<file path="src/rtl/rv32_flash_fetch_core.sv">
// Multi-cycle RV32 core fetching over an AXI4-Lite read channel.
// Executes LUI and JAL; every other encoding and any errored fetch retires as a NOP.
module rv32_flash_fetch_core #(
  parameter int              XLEN     = 32,
  parameter logic [XLEN-1:0] RESET_PC = 32'h0000_0000
) (
  input  logic            clk,
  input  logic            rst,
  output logic [XLEN-1:0] araddr,
  output logic [2:0]      arprot,
  output logic            arvalid,
  input  logic            arready,
  input  logic [XLEN-1:0] rdata,
  input  logic [1:0]      rresp,
  input  logic            rvalid,
  output logic            rready,
  output logic            awvalid,
  output logic            wvalid,
  output logic            bready,
  output logic [XLEN-1:0] awaddr,
  output logic [XLEN-1:0] wdata,
  output logic [3:0]      wstrb,
  output logic [2:0]      awprot,
  output logic [XLEN-1:0] reg_pc,
  output logic [XLEN-1:0] fetched_instruction,
  input  logic [4:0]      reg_read_sel,
  output logic [XLEN-1:0] reg_read_data
);

  localparam logic [6:0]      OPC_LUI = 7'b0110111;
  localparam logic [6:0]      OPC_JAL = 7'b1101111;
  localparam logic [XLEN-1:0] PC_STEP = XLEN'(3'd4);

  typedef enum logic [1:0] {
    FETCH_REQ  = 2'd0,
    FETCH_RESP = 2'd1,
    EXECUTE    = 2'd2
  } state_t;

  state_t          state_r;
  state_t          state_nxt_s;
  logic            arvalid_r;
  logic            rready_r;
  logic [XLEN-1:0] pc_r;
  logic [XLEN-1:0] pc_nxt_s;
  logic [XLEN-1:0] inst_r;
  logic            resp_err_r;
  logic [XLEN-1:0] xreg_r [0:31];
  logic            wr_en_s;
  logic [XLEN-1:0] wr_data_s;
  logic [4:0]      rd_s;
  logic [6:0]      opcode_s;
  logic [XLEN-1:0] jal_imm_s;
  logic            r_accept_s;

  assign opcode_s   = inst_r[6:0];
  assign rd_s       = inst_r[11:7];
  assign jal_imm_s  = {{(XLEN-20){inst_r[31]}}, inst_r[19:12], inst_r[20], inst_r[30:21], 1'b0};
  assign r_accept_s = rvalid && rready_r;

  assign araddr              = pc_r;
  assign arprot              = 3'b100;
  assign arvalid             = arvalid_r;
  assign rready              = rready_r;
  assign awvalid             = 1'b0;
  assign wvalid              = 1'b0;
  assign bready              = 1'b0;
  assign awaddr              = {XLEN{1'b0}};
  assign wdata               = {XLEN{1'b0}};
  assign wstrb               = 4'b0000;
  assign awprot              = 3'b000;
  assign reg_pc              = pc_r;
  assign fetched_instruction = inst_r;

  // Next-state decode for the fetch/execute sequence
  always_comb begin
    state_nxt_s = state_r;
    case (state_r)
      FETCH_REQ: begin
        if (arvalid_r && arready) begin
          state_nxt_s = FETCH_RESP;
        end else begin
          state_nxt_s = FETCH_REQ;
        end
      end
      FETCH_RESP: begin
        if (r_accept_s) begin
          state_nxt_s = EXECUTE;
        end else begin
          state_nxt_s = FETCH_RESP;
        end
      end
      EXECUTE: state_nxt_s = FETCH_REQ;
      default: state_nxt_s = FETCH_REQ;
    endcase
  end

  // State register; handshake strobes are registered from the next state
  always_ff @(posedge clk) begin
    if (!rst) begin
      state_r   <= FETCH_REQ;
      arvalid_r <= 1'b0;
      rready_r  <= 1'b0;
    end else begin
      state_r   <= state_nxt_s;
      arvalid_r <= (state_nxt_s == FETCH_REQ);
      rready_r  <= (state_nxt_s == FETCH_RESP);
    end
  end

  // Instruction capture; an error response still records the data word
  always_ff @(posedge clk) begin
    if (!rst) begin
      inst_r     <= {XLEN{1'b0}};
      resp_err_r <= 1'b0;
    end else if ((state_r == FETCH_RESP) && r_accept_s) begin
      inst_r     <= rdata;
      resp_err_r <= (rresp != 2'b00);
    end else begin
      inst_r     <= inst_r;
      resp_err_r <= resp_err_r;
    end
  end

  // Decode and execute; both LUI and JAL work from the pre-update PC
  always_comb begin
    wr_en_s   = 1'b0;
    wr_data_s = {XLEN{1'b0}};
    pc_nxt_s  = pc_r + PC_STEP;
    if (!resp_err_r) begin
      case (opcode_s)
        OPC_LUI: begin
          wr_en_s   = 1'b1;
          wr_data_s = {inst_r[31:12], {(XLEN-20){1'b0}}};
        end
        OPC_JAL: begin
          wr_en_s   = 1'b1;
          wr_data_s = pc_r + PC_STEP;
          pc_nxt_s  = pc_r + jal_imm_s;
        end
        default: begin
          wr_en_s = 1'b0;
        end
      endcase
    end else begin
      wr_en_s = 1'b0;
    end
  end

  // Program counter
  always_ff @(posedge clk) begin
    if (!rst) begin
      pc_r <= RESET_PC;
    end else if (state_r == EXECUTE) begin
      pc_r <= pc_nxt_s;
    end else begin
      pc_r <= pc_r;
    end
  end

  // Register file write-back; x0 is never written
  always_ff @(posedge clk) begin
    if (!rst) begin
      for (int i = 0; i < 32; i++) begin
        xreg_r[i] <= {XLEN{1'b0}};
      end
    end else if ((state_r == EXECUTE) && wr_en_s && (rd_s != 5'd0)) begin
      xreg_r[rd_s] <= wr_data_s;
    end
  end

  // Debug read port
  always_comb begin
    reg_read_data = {XLEN{1'b0}};
    if (reg_read_sel != 5'd0) begin
      reg_read_data = xreg_r[reg_read_sel];
    end else begin
      reg_read_data = {XLEN{1'b0}};
    end
  end

endmodule

</file>
<file path="config.mk">
export PLATFORM = sky130hd
export DESIGN_NAME = rv32_flash_fetch_core
export DESIGN_NICKNAME = d
export VERILOG_FILES = /design/src/rtl/rv32_flash_fetch_core.sv
export SDC_FILE = /design/constraint.sdc
export NUM_CORES = 2
export LEC_CHECK = 0
export CAP_MARGIN = 15
export CORE_AREA = 3 3 306 308
export DETAILED_ROUTE_END_ITERATION = 10
export DIE_AREA = 0 0 309 311
export GPL_TIMING_DRIVEN = 1
export HOLD_SLACK_MARGIN = 0.12
export PLACE_DENSITY_LB_ADDON = 0.3
export SETUP_SLACK_MARGIN = 0.3
export SLEW_MARGIN = 20
export SYNTH_ARGS = -nofsm -noshare
export SYNTH_HDL_FRONTEND = slang
export SYNTH_SLANG_ARGS = --single-unit
export TNS_END_PERCENT = 5
</file>
<file path="constraint.sdc">
create_clock -name clk -period 5.9 [get_ports clk]
set_input_delay 0.59 -clock clk [delete_from_list [all_inputs] [get_ports clk]]
set_output_delay 0.59 -clock clk [all_outputs]
set_load 0.03 [all_outputs]
</file>
==> Flow_metrics.wiki <==
{| class="wikitable"
! Metric !! Value
|-
| Half-perimeter wire length after detailed placement || ~80000 µm
|-
| Overflow left after global routing || 0
|-
| Biggest area consumer among synthesized cells || edfxtp_1
|-
| Maximum number of pins on one net before global-route repair || roughly 110
|-
| Chip Height || just over 300 µm
|-
| Layout Skew || roughly 0.017 ns
|-
| Endpoint required time on the critical path || between 5 and 6 ns
|-
| Top FF cell, synth || edfxtp_1
|-
| CTS tree || built
|-
| Leakage power summed over all cells || around 17 nW
|-
| Remaining max-slew budget at the tightest pin || between 10% and 20%
|-
| CTS clk-pin slew, worst paths || about 0.060 ns
|-
| Max cap viols || 0
|-
| Number of buffers inserted by hold repair at cts || 0
|-
| Setup repair after global routing missed its margin || false
|-
| Final Instance Count excl. Fillers || 4843
|-
| Final routed DRC violation total || 0
|-
| Arrival time of the worst setup path || about 4 ns
|-
| Die ar. || 96100 µm²
|-
| Post-synthesis average cell area || approximately 14 µm²
|-
| CTS root buffer || clkbuf_16
|-
| Count of clock tree sinks || 1060
|-
| Number of hold violations in the final report || 0
|-
| PortBufs || 169
|-
| First-pass GRT wire length || roughly 200000 µm
|-
| Number of buffers on the longest clock path || 3
|-
| All-layer global routing usage || approximately 29%
|-
| Yosys top cell area share || roughly three fifths
|-
| Vias in the first global route || a little over 30000
|-
| Weighted congestion reported at the end of routability-driven placement || around 0.87
|-
| Post-synth ARST share || 0%
|-
| Final-report max-slew violation count || 0
|-
| Ratio of total power to cell area || between 300 and 400 nW/µm²
|-
| Largest voltage drop on the vdd net || between 0.2 and 0.3 mV
|-
| Number of placement rows || ~110
|-
| Area taken by multi-input logic gates || around 16000 µm²
|-
| Worst setup SP type || input port
|-
| Part of the Yosys area used for sequential elements || 64.5%
|-
| Count of cells along the worst register-to-register path || 8
|-
| Die extent in x || between 300 and 400 µm
|-
| Total clock buffers created by CTS || around 110
|-
| Fillers || ~6900
|-
| Effective utilization at floorplan || 52.8%
|-
| Count of flip-flops with a built-in enable after synthesis || approximately 990
|-
| Number of different library cells in the post-synthesis netlist || 70
|-
| Worst-skew pair later-pin latency || ~0.69 ns
|-
| Cell types occupying the most area after synthesis || edfxtp_1 62%, mux4_2 14%, nor2_1 8.2%, dfxtp_1 2.8%, clkbuf_1 1.9%
|-
| Hold Path Class || in2reg
|-
| Reg2reg start || fetched_instruction[5]
|-
| Final setup fails || 0
|-
| ANT cells || 0
|-
| Post-synthesis instance total || between 3000 and 4000
|-
| Violation count after the first detailed-route iteration || between 4000 and 5000
|-
| Initial DRT Pass Iterations || 6
|-
| Run status || completed
|-
| Ratio of cells with drive above 1 in the final layout || roughly 18%
|-
| DR vias || around 30000
|-
| Detailed-route wire length || between 100000 and 150000 µm
|-
| Peak fanout along the critical path || 72
|-
| Total setup buffers inserted after CTS || 0
|-
| Number of warning messages in the yosys log || 0
|-
| Final ANT Viol Nets || 0
|-
| Per-cell routed wire length || between 20 and 30 µm
|-
| #FFs+latches synth || 1060
|-
| Depth of the CTS H-tree || 3
|-
| Worst R2R End || xreg_r[4][1]
|-
| Slew at the pin closest to its max-slew limit || 1.20 ns
|-
| Layout area overhead || 12.5%
|-
| Setup crit end kind || output pin
|-
| Max frequency || around 0.22 GHz
|-
| Sequential cell area || approximately 31000 µm²
|-
| Kind of critical path || in2out
|-
| CP startpoint || reg_read_sel[0]
|-
| I/O pin total || 250
|-
| Vias per cell || 6.25
|-
| Net total in the final layout || roughly 3600
|-
| Post-Place Cells || approximately 4600
|-
| Final period util || about four fifths
|-
| Number of antenna violations at the first check in global routing || 1
|-
| Area of the placeable core || a little over 90000 µm²
|-
| Aggregate negative setup slack || 0 ns
|-
| Syn Std Cell Area || around 48000 µm²
|-
| R2R setup slack || 2.01 ns
|-
| Final critical delay including setup and external delays || ~4.6 ns
|-
| Capture point of the critical path || reg_read_data[10]
|-
| Post-CTS resize count || 0
|}
[registers in the layout (all words and copies together) (netlist names)]
name and cells:
rready 1, arvalid 1, fetched_instruction 32, resp_err_r 1
state_r 2, araddr 31, xreg_r 992
[layout make-up]
cell class / instances / area share, %
clock inverters: 70 / 1.12
well taps: 1186 / 2.73
clock buffers: 130 / 5.26
flip-flops and latches: 1060 / 57.4
multi-input cells: 2120 / 28.8
inverters: 12 / 0.0876
repair buffers: 265 / 4.62
[worst min path at each step]
stage          slack [ns]  cells after the start              startpoint                       to
6_report             0.46                      3                rdata[8]   fetched_instruction[8]
5_1_grt              0.44                      3               rdata[21]  fetched_instruction[21]
4_1_cts              0.43                      3               rdata[13]  fetched_instruction[13]
3_5_place_dp         0.47                      2  fetched_instruction[2]   fetched_instruction[2]
3_3_place_gp         0.47                      2  fetched_instruction[2]   fetched_instruction[2]
2_1_floorplan        0.50                      1              state_r[1]                   rready
[layer usage]
| layer | vias to the layer above | GRT usage, % | wire, µm |
|---|---|---|---|
| met2 | 2200 | 44.8 | 64800 |
| met1 | 15085 | 41.3 | 50800 |
| li1 | 12701 | - | - |
| met3 | 259 | 7.32 | 19300 |
| met5 | - | 0 | 13 |
| met4 | 2 | 8.33 | 3980 |
[worst max-delay path: stages]
cell and delay (ns):
buf_8 0.62, buf_12 0.37, mux4_2 0.55, mux4_2 0.52, mux2i_1 0.46, nor2_1 0.13, clkdlybuf4s50_1 0.65
[synth_stat cells (all sizes together) (3+ instances only)]
| cell | count |
|---|---|
| o2111ai | 4 |
| a22oi | 25 |
| dfxtp | 68 |
| nand2 | 196 |
| nand2b | 8 |
| buf | 183 |
| clkbuf | 241 |
| a211oi | 5 |
| inv | 12 |
| nor2b | 4 |
| o221ai | 6 |
| and3 | 15 |
| a31oi | 11 |
| o21ai | 48 |
| edfxtp | 992 |
| nor4 | 5 |
| ha | 31 |
| nor2 | 1053 |
| and2 | 5 |
| xor2 | 29 |
| o22ai | 3 |
| nand3b | 5 |
| nor3 | 20 |
| xnor2 | 21 |
| o21a | 3 |
| a21o | 11 |
| mux4 | 310 |
| a21oi | 92 |
| nand3 | 20 |
| nand4 | 12 |
| a32oi | 4 |
| or4 | 3 |
| mux2i | 33 |
| o21bai | 4 |
[cell families after synthesis]
logic type / Yosys count / share of synthesized area, %
muxes: 345 / 15.2
other: 2 / 0.0156
and+or+nand+nor: 1353 / 11.1
xor gates and xnor gates: 50 / 0.907
AOI/OAI and AO/OA: 229 / 2.99
adders and majority gates: 32 / 0.845
DFF: 1060 / 64.5
buffers and inverters: 436 / 4.42
[where the power goes]
part / internal, mW / switching (mW) / leakage (nW) / total [mW]
clock: 3.84 / 2.89 / 1.69 / 6.73
combinational: 0.513 / 0.746 / 5.45 / 1.26
sequential: 8.56 / 0.107 / 9.97 / 8.67
[per-stage QoR]
stage / setup slack [ns] / hold slack, ns / util [%] / area [µm²] / power (mW)
3_3_place_gp: 1.26 / 0.465 / 55.6 / 50800 / 10.1
4_1_cts: 1.26 / 0.426 / 59.4 / 54300 / 16.7
3_5_place_dp: 1.26 / 0.466 / 55.6 / 50800 / 10.1
5_1_grt: 1.08 / 0.444 / 59.4 / 54300 / 17.1
6_report: 1.25 / 0.457 / 59.4 / 54300 / 16.7
2_1_floorplan: 2.69 / 0.497 / - / 48700 / 9.62
[layout by cell type, fill, tap and decap left out, drive strengths merged, types with 68 or more instances in the layout]
master            n
nor2           1053
edfxtp          992
mux4            310
nand2           196
clkdlybuf4s50   163
clkbuf          130
conb            111
buf             102
a21oi            92
dfxtp            68
No activity file was read; power rests on OpenSTA's default activity.
